==> src/rtl/print_sched_pkg.sv <==
// Shared types and helpers for the print scheduler: FSM states, op kinds,
// field widths and the origin packing used on print's orig port.
package print_pkg;

    localparam int ORIG_W = 15;
    localparam int CARD_W = 6;

    typedef enum logic [1:0] {IDLE, ISSUE, GUARD, WAIT} sched_state_t;
    typedef enum logic {INIT, CARD} op_kind_t;

    function automatic logic [ORIG_W-1:0] pack_orig(input logic [7:0] x, input logic [6:0] y);
        return {x, y};
    endfunction

endpackage

==> src/rtl/print_sched_rr_arb2.sv <==
// Two-requester round-robin arbiter; index 0 is the player, index 1 the dealer.
// The pointer only moves when the owner pulses advance.
module rr_arb2 (
    input  logic       clk,
    input  logic       rst,
    input  logic [1:0] req,
    input  logic       advance,
    output logic [1:0] gnt
);

    logic ptr;  // 0 favours requester 0

    always_ff @(posedge clk or posedge rst) begin
        if (rst)
            ptr <= 1'b0;
        else if (advance)
            ptr <= ~ptr;
    end

    assign gnt[0] = req[0] & (~req[1] | ~ptr);
    assign gnt[1] = req[1] & (~req[0] |  ptr);

endmodule

==> src/rtl/print_sched.sv <==
// Serialises screen-clear and player/dealer card draws onto print's single
// write/waitrequest port, placing each card from a per-hand slot counter.
module print_sched
    import print_pkg::*;
#(
    parameter int X0        = 4,
    parameter int X_STEP    = 20,
    parameter int P_Y       = 80,
    parameter int D_Y       = 10,
    parameter int MAX_SLOTS = 7
) (
    input  logic              clk,
    input  logic              rst,
    input  logic              clr_req,
    input  logic              p_req,
    input  logic [CARD_W-1:0] p_card,
    output logic              p_ack,
    input  logic              d_req,
    input  logic [CARD_W-1:0] d_card,
    output logic              d_ack,
    output logic              busy,
    output logic              overflow,
    output logic              pr_write,
    output logic              pr_init,
    output logic [CARD_W-1:0] pr_card,
    output logic [ORIG_W-1:0] pr_orig,
    input  logic              pr_waitrequest
);

    sched_state_t state;
    op_kind_t     kind;
    logic         side_d;
    logic         init_pend;
    logic [2:0]   p_slot, d_slot;
    logic         ovf_ack_p, ovf_ack_d;

    logic       arb_en;
    logic [1:0] req_m, gnt;
    logic       sel_d, full;
    logic [2:0] sel_slot;
    logic [7:0] x_calc;
    logic [6:0] y_calc;

    // A requester still sees its overflow ack this cycle, so it must not be re-granted.
    assign req_m  = {d_req & ~ovf_ack_d, p_req & ~ovf_ack_p};
    assign arb_en = (state == IDLE) && !init_pend;

    rr_arb2 u_arb (
        .clk     (clk),
        .rst     (rst),
        .req     (arb_en ? req_m : 2'b00),
        .advance (arb_en && (&req_m)),
        .gnt     (gnt)
    );

    assign sel_d    = gnt[1];
    assign sel_slot = sel_d ? d_slot : p_slot;
    assign full     = (sel_slot == 3'(MAX_SLOTS));
    assign x_calc   = 8'(X0) + 8'(sel_slot) * 8'(X_STEP);
    assign y_calc   = sel_d ? 7'(D_Y) : 7'(P_Y);

    always_ff @(posedge clk or posedge rst) begin
        if (rst) begin
            state     <= IDLE;
            kind      <= INIT;
            side_d    <= 1'b0;
            init_pend <= 1'b1;
            p_slot    <= '0;
            d_slot    <= '0;
            overflow  <= 1'b0;
            ovf_ack_p <= 1'b0;
            ovf_ack_d <= 1'b0;
            pr_card   <= '0;
            pr_orig   <= '0;
        end else begin
            ovf_ack_p <= 1'b0;
            ovf_ack_d <= 1'b0;
            if (clr_req)
                init_pend <= 1'b1;
            case (state)
                IDLE: begin
                    if (init_pend) begin
                        // A clear arriving on this edge is covered by the init being started.
                        state     <= ISSUE;
                        kind      <= INIT;
                        init_pend <= 1'b0;
                        p_slot    <= '0;
                        d_slot    <= '0;
                        overflow  <= 1'b0;
                    end else if (|gnt) begin
                        if (full) begin
                            overflow  <= 1'b1;
                            ovf_ack_p <= ~sel_d;
                            ovf_ack_d <= sel_d;
                        end else begin
                            state   <= ISSUE;
                            kind    <= CARD;
                            side_d  <= sel_d;
                            pr_card <= sel_d ? d_card : p_card;
                            pr_orig <= pack_orig(x_calc, y_calc);
                            if (sel_d)
                                d_slot <= d_slot + 3'd1;
                            else
                                p_slot <= p_slot + 3'd1;
                        end
                    end
                end
                ISSUE: state <= GUARD;
                // print raises waitrequest one cycle late, so it is not looked at here
                GUARD: state <= WAIT;
                WAIT: if (!pr_waitrequest) state <= IDLE;
                default: state <= IDLE;
            endcase
        end
    end

    assign pr_write = (state == ISSUE);
    assign pr_init  = pr_write && (kind == INIT);
    assign p_ack    = (pr_write && (kind == CARD) && !side_d) || ovf_ack_p;
    assign d_ack    = (pr_write && (kind == CARD) &&  side_d) || ovf_ack_d;
    assign busy     = !rst && ((state != IDLE) || init_pend);

endmodule

==> config.mk <==
export PLATFORM = sky130hd
export DESIGN_NAME = print_sched
export DESIGN_NICKNAME = d
export VERILOG_FILES = /design/src/rtl/print_sched_pkg.sv /design/src/rtl/print_sched_rr_arb2.sv /design/src/rtl/print_sched.sv
export SDC_FILE = /design/constraint.sdc
export NUM_CORES = 1
export LEC_CHECK = 0
export ABC_AREA = 0
export BUFFER_PORTS_ARGS = -buffer_cell sky130_fd_sc_hd__clkbuf_2
export CORE_MARGIN = 4
export CORE_UTILIZATION = 30
export DETAILED_ROUTE_END_ITERATION = 8
export PLACE_DENSITY_LB_ADDON = 0.08
export REMOVE_ABC_BUFFERS = 1
export SETUP_SLACK_MARGIN = 0.3
export SYNTH_ARGS = -nofsm -noshare
export SYNTH_HDL_FRONTEND = slang
export SYNTH_SLANG_ARGS = --single-unit
==> constraint.sdc <==
create_clock -name clk -period 3.6 [get_ports clk]
set_input_delay 0.18 -clock clk [delete_from_list [all_inputs] [get_ports clk]]
set_output_delay 0.18 -clock clk [all_outputs]
set_load 0.1 [all_outputs]
Yosys cells after proc, flatten, opt, wreduce, memory -nomap -nowiden
Index checks and enable logic that the tools add are counted.
Storage, ports and cells
  bits in registers: 36
  bits of input ports: 18
  output and inout port bits: 27
  word-level logic and storage cells: 100
Operators by class
  $add $sub $neg: 3
  $mul: 1
  equal/unequal tests: 9
  multiplexer cells: 34
  bitwise gates (word level): 15
  reduce and logical (&&, ||, !) cells: 26
Operator list (count)
  $mux W3: 9
  $mux W1: 17
  $reduce_and A4 Y1: 3
  $mux W2: 5
  $not A1 Y1: 9
  $reduce_and A3 Y1: 3
  $add A3 B8 Y8 const A: 1
  $pmux W2 S4: 1
  $reduce_bool A2 Y1: 4
  $logic_and A1 B1 Y1: 7
  $mux W7: 1
  $add A3 B1 Y3 const B: 2
  $mul A3 B3 Y6 const B: 1
  $mux W6: 1
  $ne A2 B2 Y1 const B: 3
  $and A1 B1 Y1: 4
  $eq A2 B2 Y1 const B: 2
  $eq A3 B3 Y1 const B: 1
  $logic_not A1 Y1: 3
  $logic_or A1 B1 Y1: 3
  $ne A3 B2 Y1 const B: 1
  $ne A3 B3 Y1 const B: 1
  $eq A2 B1 Y1 const B: 1
  $logic_not A2 Y1: 1
  3 further kinds: 4

Logic depth before layout (Yosys ltp)
  depth after elaboration: 12
  gate-level depth with buffers: 14
  mapped depth without buffers: 12

Cells and area by module
Synthesis repeated with hierarchy kept, for this count alone.
Second synthesis, totals
  cells, all modules: 159
  area, all modules: 1589.0 sq um
Modules (own cells, without submodules)
  print_sched: instances 1, cells an instance 153, area an instance 1532.7 sq um, seq. area each 676.9 sq um
  rr_arb2: instances 1, cells an instance 6, area an instance 56.3 sq um, seq. area each 25.0 sq um

Least setup slack after synthesis
OpenSTA, ideal clock, no wires.
  path kind: register -> output
  from: reg state[1]
  to: out d_ack
  arrival time: 2.934 ns
  required time: 3.420 ns
  setup slack: 0.486 ns
  cell stages (with the launch flop): 5
  path buffers: 0
  cell sequence: dfrtp_1 > inv_1 > ha_1 > nand2_1 > o21bai_1
Between the ends
  longest elaborated chain between the ends: 4
RTL lines
  start, declared: RTL line print_sched.sv:30  | sched_state_t state;
  start signal, assigned: RTL line print_sched.sv:64  | state <= IDLE;
  start signal, assigned: RTL line print_sched.sv:84  | state <= ISSUE;
  start signal, assigned: RTL line print_sched.sv:96  | state <= ISSUE;
  $eq A2 B1 Y1: RTL line print_sched.sv:117  | assign pr_write = (state == ISSUE);
  named net pr_write: RTL line print_sched.sv:23  | output logic pr_write,
  $logic_and A1 B1 Y1 (2 in a row): RTL line print_sched.sv:120  | assign d_ack = (pr_write && (kind == CARD) && side_d) || ovf_ack_d;
  $logic_or A1 B1 Y1: RTL line print_sched.sv:120
  end, declared: RTL line print_sched.sv:20  | output logic d_ack,
The timed path passes the listed nets, and every way through them passes these cells.

Worst setup path after layout
  from: reg state[0]
  to: reg pr_orig[14]
Between the ends
  longest elaborated chain between the ends: 10
  elaborated cells on any way between the ends: 16
  classes of those cells: 1 x add/sub; 1 x mul; 1 x eq/ne; 2 x mux; 7 x bitwise; 4 x reduce/logical
RTL lines
  $logic_not A2 Y1 *: RTL line print_sched.sv:46, print_sched.sv:80
  parallel branches: the longest is 9 deep, another holds $add A3 B8 Y8
  end signal, assigned: RTL line print_sched.sv:100  | pr_orig <= pack_orig(x_calc, y_calc);
  end, declared: RTL line print_sched.sv:26  | output logic [ORIG_W-1:0] pr_orig,
Every way passes the cells marked *.
A chain may end at the register's enable or synchronous reset.

==> run metrics <==
FF/Latch Area=around 700 µm²; Post-Synth XOR/XNOR Area=0.0247; vias in the first global route=1,387; Nets=251; drt pass-1 iters=4; Setup CP Type=flop to flop; met3 wire len=291 µm; worst-path cell chain=inv_1 -> ha_4 -> nor4bb_2 -> nand2b_1 -> nand2_1 -> nand2_1 -> ha_1 -> ha_1 -> and4_1 -> nand3_1 -> a311oi_1 -> mux2_2; max-slew violation count=0; Mapped Area=1770 µm²; first-pass GRT wire length=6870 µm; metal1 wirelength=just under 2000 µm; RSZ-0062 raised after global routing=false; ys flop type=dfrtp_1; Synth top cells by count=nand2_1, dfrtp_1, ha_1; share of the synthesized area in the top cell type=0.381; crit path from=state[0]; crit share post-route=0.844; Worst Slack Setup Final=561 ps; ys async rst share=1.00; H-tree depth=1; CP Capture Type=flop; Wirelength per Cell=13.6 µm; Cells after DPL=289; Worst-Margin Slew=between 700 and 800 ps; mux cell area share after synthesis=0.106; layout cells sized above 1=0.284; core area=~5600 µm²; Fin Setup TNS=0 ps; cell with the most instances after synthesis=nand2_1; # port buffers=39; synth top area cells=dfrtp_1, nand2_1, ha_1; crit path max fanout=9; Routability Congestion=0.858; die area=7200 µm²; Period minus WS final=3040 ps; Finished Layout Cells=a little under 300; area of the multi-input gates=965 µm²; R2R cell count=12; Post-route DRC=0; Reg2Reg Capture Point=pr_orig[14]; Post-DP HPWL=between 2000 and 3000 µm; Slowest cell on crit path=dfrtp_1; fmax=329 MHz; critical path arrival=3270 ps; relative slew slack=0.512; sequential fraction of the synthesis area=0.396; FF-to-FF Start=state[0]; Layout area overhead=16.9%; Post-Synth Simple-Gate Area=0.213; final count of hold timing violations=0; Num CTS Buffers=3; fill count=603; Hold Crit Class=input port to flop; reg2reg setup slack=560 ps; Initial Utilization=0.316; Setup WS pre-CTS=332 ps; DIE HEIGHT=between 80 and 90 µm; count of warnings emitted by yosys=0; row cnt=27; setup repair bufs after CTS=0; largest net degree at the start of global routing=29; clock sink count=28; max layer used=met4; Final ANT Viol Nets=0; gr usage total=0.117; status=complete, no violations; routed wire length=4010 µm; max cap viols=0; Gate Count Post-Synth=approximately 190; clk_skew=roughly 6.3 ps; number of buffers and inverters on the critical path=1; initial antenna violation count=0; grt total ovfl=0; Initial DRC Count=54; Worst Setup EP=pr_orig[14]; Synth Area in Compound Gates=0.109; cell taking the most area after synthesis=dfrtp_1; Root Buffer Master=clkbuf_8; final setup vio count=0; Syn Area/Cell=9.58 µm²; Post-Synth Adder-Cell Area=0.0706; Seq cells post-synth=28; # IOs=45; die width=84.9 µm; hold slack=69.5 ps; Synth cell types=43; met2 wire length=approximately 1700 µm; Inserted Diodes=0; via/cell ratio=4.70; Post-synth EDFFs=0; Startpoint Class=flop; worst-case clock buffer depth=2; TritonCTS clock tree=built; Clock Latency Late Sink=280 ps; max incr delay on CP=420 ps; Top Family by Delay on Critical Path=simple AND/OR/NAND/NOR gates; via count=1,381; WP depth=12; Clock Pin Slew Worst Setup and Hold Paths=between 100 and 150 ps; Critical Path RT=about 3800 ps; largest family of logic cells by synthesized area=simple AND/OR/NAND/NOR gates
[worst min path at each step]
stage	startpoint	end	slack (ps)	depth (start not counted)
finish	clr_req	init_pend	70	3
floorplan	rst	d_slot[0]	240	1
detailed placement	rst	state[0]	280	3
global placement	rst	kind	270	3
CTS	clr_req	init_pend	60	3
global route	clr_req	init_pend	90	3
[sequential cells by signal, indices dropped and copies added, names as in the netlist]
| register | cells |
|---|---|
| ovf_ack_p | 1 |
| u_arb.ptr | 1 |
| d_slot | 3 |
| p_slot | 3 |
| overflow | 1 |
| ovf_ack_d | 1 |
| pr_orig | 8 |
| kind | 1 |
| state | 2 |
| pr_card | 6 |
| init_pend | 1 |
[layout by cell type (no fill, tap or decap), types with 3 or more instances in the layout]
| master | n |
|---|---|
| nor2b_1 | 3 |
| clkbuf_8 | 3 |
| ha_1 | 9 |
| mux2_2 | 6 |
| inv_1 | 9 |
| o21ai_0 | 9 |
| nor3_1 | 5 |
| o21a_1 | 3 |
| nand2_1 | 36 |
| dfrtp_1 | 27 |
| nand3_1 | 9 |
| clkbuf_2 | 39 |
| mux2_4 | 4 |
| nand2b_1 | 3 |
| nor2_1 | 7 |
| buf_4 | 4 |
| conb_1 | 5 |
| mux2i_1 | 6 |
| xor2_1 | 3 |
[what timing repair did]
| action | CTS | global route |
|---|---|---|
| hold endpoints to repair | 27 | 0 |
| endpoints found under the setup margin | 0 | 12 |
| resized for setup | 0 | 3 |
| hold buffers | 1 | 0 |
[routing by layer]
metal  vias to the layer above  track usage
li1                        698            -
met1                       632        0.160
met2                        46        0.180
met3                         5       0.0301
met4                         0       0.0388
met5                         -            0
[metrics by stage]
stage	util	instance area, µm²
finish	0.369	2070
global route	0.369	2070
CTS	0.366	2050
detailed placement	0.356	2000
global placement	0.356	2000
floorplan	-	1680
[kinds of logic after synthesis]
kind of cell,after synthesis
AND/OR/NAND/NOR,74
XOR/XNOR,5
other,1
adder cells (fa/ha/maj),10
multiplexers,16
buffers and inverters,24
AO/OA/AOI/OAI,27
flip-flops,28
[cell type report]
class                           instances  share of cell area
Multi-Input combinational cell        137               0.466
Sequential cell                        28               0.339
Timing Repair Buffer                   44               0.114
Tap cell                               72              0.0435
Clock buffer                            4              0.0218
Inverter                                9              0.0163
[worst min-delay path, stage by stage]
cell      delay (ps)
clkbuf_2          80
inv_1             40
mux2i_1           60
Power is not shown: default switching activity piles up to over one toggle a cycle in this logic, so the estimate is an artifact.
